===== src/rtl/wam_hit.sv =====
// wam_hit: whack-a-mole hit detector that synchronises, optionally debounces and edge-detects eight hole buttons.
// Each press edge is qualified against the mole vector.
// Optional feature macro: WAM_HIT_DEBOUNCE_EN. When it is defined, per-button debounce counters are built.
// When it is undefined, btn_db is the synchronised button level.
// Ports:
//   clk    - system clock, all state on rising edge
//   clr_n  - synchronous active-low reset
//   btn    - raw asynchronous active-high hole buttons
//   mole   - current mole-up vector, synchronous to clk
//   hit    - registered one-cycle pulse per hole on a qualified press
//   miss   - registered one-cycle pulse when any press edge is unqualified
//   btn_db - debounced button level
module wam_hit #(
    parameter int DB_W   = 4,
    parameter int DB_CNT = 15
) (
    input  logic       clk,
    input  logic       clr_n,
    input  logic [7:0] btn,
    input  logic [7:0] mole,
    output logic [7:0] hit,
    output logic       miss,
    output logic [7:0] btn_db
);
    logic [7:0] r_s1, r_s2, r_db_q, r_mole_q, r_armed, r_hit;
    logic       r_miss;
    logic [7:0] w_db, w_pe, w_elig;

    if (DB_CNT < 1 || DB_CNT > (1 << DB_W) - 1) begin : g_bad_cfg
        $error("wam_hit: DB_CNT out of range for DB_W");
    end

`ifdef WAM_HIT_DEBOUNCE_EN
    logic [7:0]      r_db;
    logic [DB_W-1:0] r_c [8];

    // A bit's level is accepted only after DB_CNT consecutive cycles that disagree with it.
    // Any agreeing cycle restarts the count.
    always_ff @(posedge clk) begin
        if (!clr_n) begin
            r_db <= '0;
            for (int i = 0; i < 8; i++) r_c[i] <= '0;
        end else begin
            for (int i = 0; i < 8; i++) begin
                if (r_s2[i] == r_db[i]) begin
                    r_c[i] <= '0;
                end else if (r_c[i] == DB_W'(DB_CNT - 1)) begin
                    r_db[i] <= r_s2[i];
                    r_c[i]  <= '0;
                end else begin
                    r_c[i] <= r_c[i] + 1'b1;
                end
            end
        end
    end

    assign w_db = r_db;
`else
    assign w_db = r_s2;
`endif

    assign w_pe = w_db & ~r_db_q;
    // A mole that was already up last cycle is eligible only while still armed.
    // A freshly risen mole is always eligible.
    assign w_elig = mole & (r_armed | ~r_mole_q);

    always_ff @(posedge clk) begin
        if (!clr_n) begin
            r_s1     <= '0;
            r_s2     <= '0;
            r_db_q   <= '0;
            r_mole_q <= '0;
            r_armed  <= '0;
            r_hit    <= '0;
            r_miss   <= 1'b0;
        end else begin
            r_s1     <= btn;
            r_s2     <= r_s1;
            r_db_q   <= w_db;
            r_mole_q <= mole;
            r_armed  <= w_elig & ~w_pe;
            r_hit    <= w_pe & w_elig;
            r_miss   <= |(w_pe & ~w_elig);
        end
    end

    assign hit    = r_hit;
    assign miss   = r_miss;
    assign btn_db = w_db;
endmodule


===== config.mk =====
export PLATFORM = sky130hd
export DESIGN_NAME = wam_hit
export DESIGN_NICKNAME = d
export VERILOG_FILES = /design/src/rtl/wam_hit.sv
export SDC_FILE = /design/constraint.sdc
export NUM_CORES = 1
export LEC_CHECK = 0
export ABC_AREA = 1
export BUFFER_PORTS_ARGS = -buffer_cell sky130_fd_sc_hd__buf_2
export CORE_MARGIN = 2
export CORE_UTILIZATION = 41
export CTS_BUF_LIST = sky130_fd_sc_hd__clkbuf_16
export DETAILED_ROUTE_END_ITERATION = 10
export GPL_TIMING_DRIVEN = 0
export PLACE_DENSITY_LB_ADDON = 0.1
export SLEW_MARGIN = 20
export SYNTH_ARGS = -nofsm -noshare
export SYNTH_HDL_FRONTEND = slang
export SYNTH_SLANG_ARGS = --single-unit

===== constraint.sdc =====
create_clock -name clk -period 1.2 [get_ports clk]
set_input_delay 0.06 -clock clk [delete_from_list [all_inputs] [get_ports clk]]
set_output_delay 0.06 -clock clk [all_outputs]
set_load 0.02 [all_outputs]

-- Word-level counts from Yosys, hierarchy flattened
Cells that the tools add are included.
W data, S select, Z words.
- reductions and logical operators: 1
- bitwise gates (word level): 10
- operator list (cell ; number):
    $and A8 B8 Y8 ; 5
    $not A8 Y8 ; 4
    $or A8 B8 Y8 ; 1
    $reduce_or A8 Y1 ; 1
- logic and storage cells: 18
- input bits: 18
- output and inout bits: 17
- bits in registers: 49

-- Logic depth before layout (Yosys ltp)
Gate-level depths: netlist of the first run.
- depth in word-level cells: 6
- depth in mapped cells: 7

-- Worst setup path before layout of the first run
No wires, ideal clock.
- kind: reg2reg
- start point: register r_s2[6], in the netlist btn_db[6]
- end point: register r_miss, in the netlist miss
- path buffers: 0
- data required time: 1.130 ns
- cell stages (with the launch flop): 7
- data arrival time: 0.910 ns
- clock period less this slack: 0.980 ns
- slack: 0.220 ns
- path through: dfxtp_1 inv_2 nor2_1 nand2_1 nand2_1 nor2_1 a21oi_1
- longest elaborated chain between the ends: 3
- ends and longest elaborated chain (what ; RTL line ; RTL):
    from (decl) ; 25 ; logic [7:0] r_s1, r_s2, r_db_q, r_mole_q, r_armed, r_hit;
    from (signal assigned) ; 78 ; r_s2 <= r_s1;
    $and A8 B8 Y8 ; 62 ; assign w_pe = w_db & ~r_db_q;
    $and A8 B8 Y8 ; 83 ; r_miss <= |(w_pe & ~w_elig);
    $reduce_or A8 Y1 ; 83 ;
    to (signal assigned) ; 83 ;
    to (decl) ; 26 ; logic r_miss;
Every way passes these cells.
A chain may end at the register's enable or synchronous reset.

-- Worst setup path after layout of the first run
- start point: register r_s2[5], in the netlist btn_db[5]
- end point: register r_miss, in the netlist miss
Same word-level chain as after synthesis.

==> results of run 1 <==
==> cell type report <==
type / instances / area (sq um) / area share [%]
repair buffers: 48 / 315 / 14.7
multi-input cells: 85 / 433 / 20.2
clock buffers: 5 / 125 / 5.84
well taps: 48 / 60.1 / 2.80
clock inverters: 2 / 7.51 / 0.350
inverters: 49 / 186 / 8.70
plain buffers: 5 / 33.8 / 1.58
flip-flops and latches: 49 / 981 / 45.8
==> per-layer routing <==
metal,part of all wire [%],up-vias
met2,48,28
met5,0,-
met1,45,519
met3,5.2,4
met4,1.8,0
li1,-,651
==> timing repair <==
action | CTS | global route
endpoints found under the hold margin | 15 | 0
hold buffers | 15 | 0
endpoints found under the setup margin | 0 | 0
==> synth_stat cells, types with 3 or more instances <==
cell,count
inv_1,47
nor2_2,4
buf_2,3
nand2_1,56
nor2_1,6
nor3_2,8
dfxtp_1,49
nor4_1,7
==> worst paths after layout <==
kind / to / slack (ns)
max: miss / 0.26
min: r_mole_q[6] / 0.01
max reg2reg: miss / 0.26
min reg2reg: btn_db[7] / 0.41
==> where the power goes <==
part | switching (mW) | internal [mW] | total (mW)
clock | 0.529 | 0.745 | 1.27
sequential | 0.0255 | 1.70 | 1.72
combinational | 0.149 | 0.118 | 0.268
==> worst max-delay path, stage by stage (launching register included) <==
cell and delay [ns]:
dfxtp_1 0.34, inv_1 0.06, nor2_1 0.15, nand2_1 0.08, nand2_1 0.08, nor2_1 0.05
a21oi_1 0.11
==> sequential cells by signal (all words and copies together) (netlist names) <==
signal    flops
miss          1
hit           8
r_armed       8
r_db_q        8
r_s1          8
btn_db        8
r_mole_q      8
==> logic make-up after synthesis <==
group / count (synthesis)
AO/OA/AOI/OAI: 3
buffers and inverters: 54
AND/OR/NAND/NOR: 82
flip-flops: 49
==> through the flow <==
stage | area, sq um | hold slack (ns) | setup WS, ns | total power, mW
3_3_place_gp | 1860 | 0.239 | 0.282 | 1.98
2_1_floorplan | 1630 | 0.153 | 0.220 | 1.91
5_1_grt | 2140 | 0.0231 | 0.123 | 3.41
3_5_place_dp | 1860 | 0.246 | 0.259 | 1.99
6_report | 2140 | 0.0118 | 0.256 | 3.26
4_1_cts | 2140 | 0.00698 | 0.244 | 3.31
==> metrics.csv, run 1 <==
metric;value;unit
status;finished, final reports clean;
boundary pin count;35;
Arr. time, crit path;1.15;ns
Die H;67.1;um
Synth Instances;188;
placed insts;269;
WP data required;1.41;ns
largest net degree at the start of global routing;14;
Clock Path Buffers;2;
max-cap violations;0;
endpoints failing hold;0;
FF+latch count, synth;49;
FILL cells;373;
gr ovfl total;0;
Mapped Area;1630;sq um
DR DRC count;0;
die width;67.1;um
Final period util;78.7;%
Top FF cell, synth;dfxtp_1;
final setup fails;0;
vias in the first global route;1107;
setup TNS;0;ns
final wirelength;2820;um
most common cell after layout, fill and taps aside;nand2_1;
drt first pass iters;4;
EDFF count, synth;0;
total core area;3740;sq um
hold_sp;mole[6];
clock root buffer;clkbuf_16;
half-perimeter wire length after placement;1920;um
Synth area leader;dfxtp_1;
H-Tree Level Count;2;
largest family of logic cells by synthesized area;simple AND/OR/NAND/NOR gates;
met3 Usage GRT;5.67;%
antenna violations before repair;0;
Initial Util;43.6;%
layout cells sized above 1;24.7;%
adder-cell share of the synthesized area;0;%
die area;4510;sq um
syn nets;206;
critical path peak fanout;3;
antenna-violating nets left;0;
CP Launch Point;btn_db[5];
Antenna diodes;0;
critical path type;flop to flop;
Compound-Gate Fraction of Synth Area;1.84;%
CP endpoint kind;flop;
synthesized-area fraction occupied by xor and xnor cells;0;%
Max Clock Skew;0.00393;ns
worst hold stages;3;
max frequency;1060;MHz
Leak;1.20;nW
post-CTS setup buffer count;0;
Area Overhead vs Synth;31.1;%
FP Rows;22;
CTS tree;done;
most frequent cells in the layout;nand2_1, dfxtp_1, inv_1;
Reg2Reg Depth;6;
TritonCTS Buffers;5;
sequential area share after synthesis;60.0;%
worst vdd ir;0.000712;V
grt met1 use;16.0;%
GRT busiest layer;met2;
min Tclk post-route;0.944;ns
Post-Synth Simple-Gate Area;24.7;%
number of I/O port buffers;33;
Total GRT Usage;14.9;%
setup repair after global routing missed its margin;false;
worst hold path class;primary input to flop;
Slew HR;81.2;%
Initial DRC Count;25;
synth warn;0;
Slew @ Worst Pin;0.280;ns
Worst-path clk slew;0.06;ns
Worst Setup Start Kind;flop;
DR WL/cell;9.70;um
Async SR Flop Fraction;0;%
mux cell area share after synthesis;0;%
routing usage on met2;25.6;%
vias per cell;4.13;
CTS sink count;49;
clk_lat worst skew;0.28;ns
syn avg cell area;8.69;sq um
share of the synthesized area in the top cell type;60.0;%
number of gates resized after cts;0;
synth top area cells;dfxtp_1, nand2_1, inv_1;
worst r2r src;btn_db[5];
Final Slew Violations;0;
synth unique cells;16;
Non-Filler Instances;291;
first-pass GRT wire length;4760;um
Layout Utilization;57.2;%
RD Place Congestion;0.677;
P per Cell Area;1520;nW/um^2
nets;261;
routed via count;1202;
No activity file was read; power rests on OpenSTA's default activity.
==> run 2, diff against run 1 <==
- clock period: 1.2 -> 0.8 ns (I/O delays scaled with it)
==> metrics.csv, run 2 (same netlist as run 1, synthesis figures left out) <==
metric;value;unit;change
failing checks;negative setup slack;;
FILL cells;318;;-15%
Area Overhead vs Synth;47.2;%;
H-Tree Level Count;2;;unchanged
M1 wire length;1340;um;+5.3%
half-perimeter wire length after placement;1940;um;+1.3%
Worst Setup Start Kind;flop;;
metal3 WL;144;um;-2.7%
nets;270;;+3.4%
WP data required;0.76;ns;-0.65 ns
boundary pin count;35;;unchanged
antenna-violating nets left;0;;unchanged
placed insts;269;;unchanged
status;complete, but fails checks;;
Layout Utilization;64.3;%;+7.1 points
Buf/Inv on CP;2;;+1
layout cells sized above 1;39.5;%;+15 points
Initial DRC Count;9;;-64%
Die H;67.1;um;unchanged
Non-Filler Instances;301;;+3.4%
Initial Util;43.6;%;unchanged
RD Place Congestion;0.710;;+4.9%
Final Slew Violations;0;;unchanged
critical path peak fanout;3;;unchanged
cell family with most CP delay;flip-flops;;
drt first pass iters;4;;unchanged
die area;4510;sq um;unchanged
routed wire length on met2;1610;um;+19%
CP max stage delay;0.34;ns;about the same
setup repair after global routing missed its margin;true;;
worst hold path class;primary input to flop;;
first-pass GRT wire length;5180;um;+8.7%
Worst path slowest cell;dfxtp_4;;
worst vdd ir;0.00144;V;+100%
FP Rows;22;;unchanged
Total GRT Usage;16.0;%;+1.1 points
vias per cell;4.17;;+0.94%
Arr. time, crit path;0.87;ns;-0.28 ns
DR DRC count;0;;unchanged
largest net degree at the start of global routing;15;;+1
Slew HR;80.0;%;-1.2 points
most frequent cells in the layout;nand2_1, inv_1, dfxtp_1;;
Worst-path clk slew;0.06;ns;about the same
clk_lat worst skew;0.28;ns;about the same
Max Clock Skew;0.00540;ns;+0.00147 ns
endpoints failing hold;0;;unchanged
CTS sink count;49;;unchanged
die width;67.1;um;unchanged
Clock Path Buffers;2;;unchanged
top sig layer;met4;;
crit path cell chain;buf_4, buf_6;;
total core area;3740;sq um;unchanged
routed via count;1255;;+4.4%
number of stages on the worst setup path;2;;-4
max frequency;1090;MHz;
critical path type;flop to output pin;;
Antenna diodes;0;;unchanged
DR WL/cell;10.4;um;+7.6%
P per Cell Area;2220;nW/um^2;+46%
min Tclk post-route;0.914;ns;
Slew @ Worst Pin;0.298;ns;+0.0178 ns
number of I/O port buffers;33;;unchanged
clock root buffer;clkbuf_16;;
gr ovfl total;0;;unchanged
CP endpoint kind;output pin;;
Reg2Reg Depth;6;;unchanged
antenna violations before repair;0;;unchanged
final setup fails;6;;+6
CTS tree;done;;
vias in the first global route;1243;;+12%
most common cell after layout, fill and taps aside;nand2_1;;
max-cap violations;0;;unchanged
worst hold stages;3;;unchanged
smallest setup slack after layout;-0.114;ns;-0.370 ns
Leak;1.27;nW;+5.5%
final wirelength;3140;um;+11%
TritonCTS Buffers;5;;unchanged
hold_ws;0.0256;ns;+0.0138 ns
Final period util;114;%;
## run 2: layout make-up
cell class	instances	area [sq um]	area share, %
Clock inverter	3	37.5	1.56
Buffer	5	33.8	1.40
Timing Repair Buffer	57	462	19.2
Tap cell	48	60.1	2.50
Inverter	49	186	7.75
Clock buffer	5	125	5.20
Multi-Input combinational cell	85	487	20.2
Sequential cell	49	1010	42.2
## run 2: where the power goes
| part | total, mW | internal (mW) | switching, mW |
|---|---|---|---|
| logic | 0.494 | 0.244 | 0.250 |
| clock network | 2.27 | 1.45 | 0.815 |
| registers | 2.58 | 2.53 | 0.0491 |
## run 2: worst min-delay path, cell delays in order
cell and delay [ns]:
buf_2 0.11, nand2_2 0.08, nor3_2 0.04
## run 2: final timing paths
path / slack [ns] / start / to
setup / recovery: -0.11 / btn_db[7] / btn_db[7]
hold / removal: 0.03 / mole[4] / r_armed[4]
setup reg to reg: -0.11 / btn_db[4] / miss
hold reg to reg: 0.40 / r_s1[2] / btn_db[2]
## run 2: per-stage QoR
step,setup TNS (ns),power (mW),setup WS [ns],instance area (sq um)
detailed placement,-0.110,2.98,-0.110,1900
global route,-0.741,5.57,-0.170,2410
floorplan,-0.0514,2.86,-0.0514,1670
CTS,-0.286,5.36,-0.0739,2320
global placement,-0.0882,2.96,-0.0844,1900
finish,-0.252,5.34,-0.114,2410
## run 2: routing by layer
layer  GRT usage [%]  vias to the layer above
li1                -                      673
met1            17.2                      551
met2            28.2                       26
met3            5.67                        5
met4            6.89                        0
met5               0                        -
## run 2: what timing repair did
action	in CTS	in global routing
gates resized for setup	19	29
endpoints found under the hold margin	17	0
hold buffers	17	0
buffers inserted	6	2
pin swaps	13	13
endpoints found under the setup margin	10	27
cloned	0	0
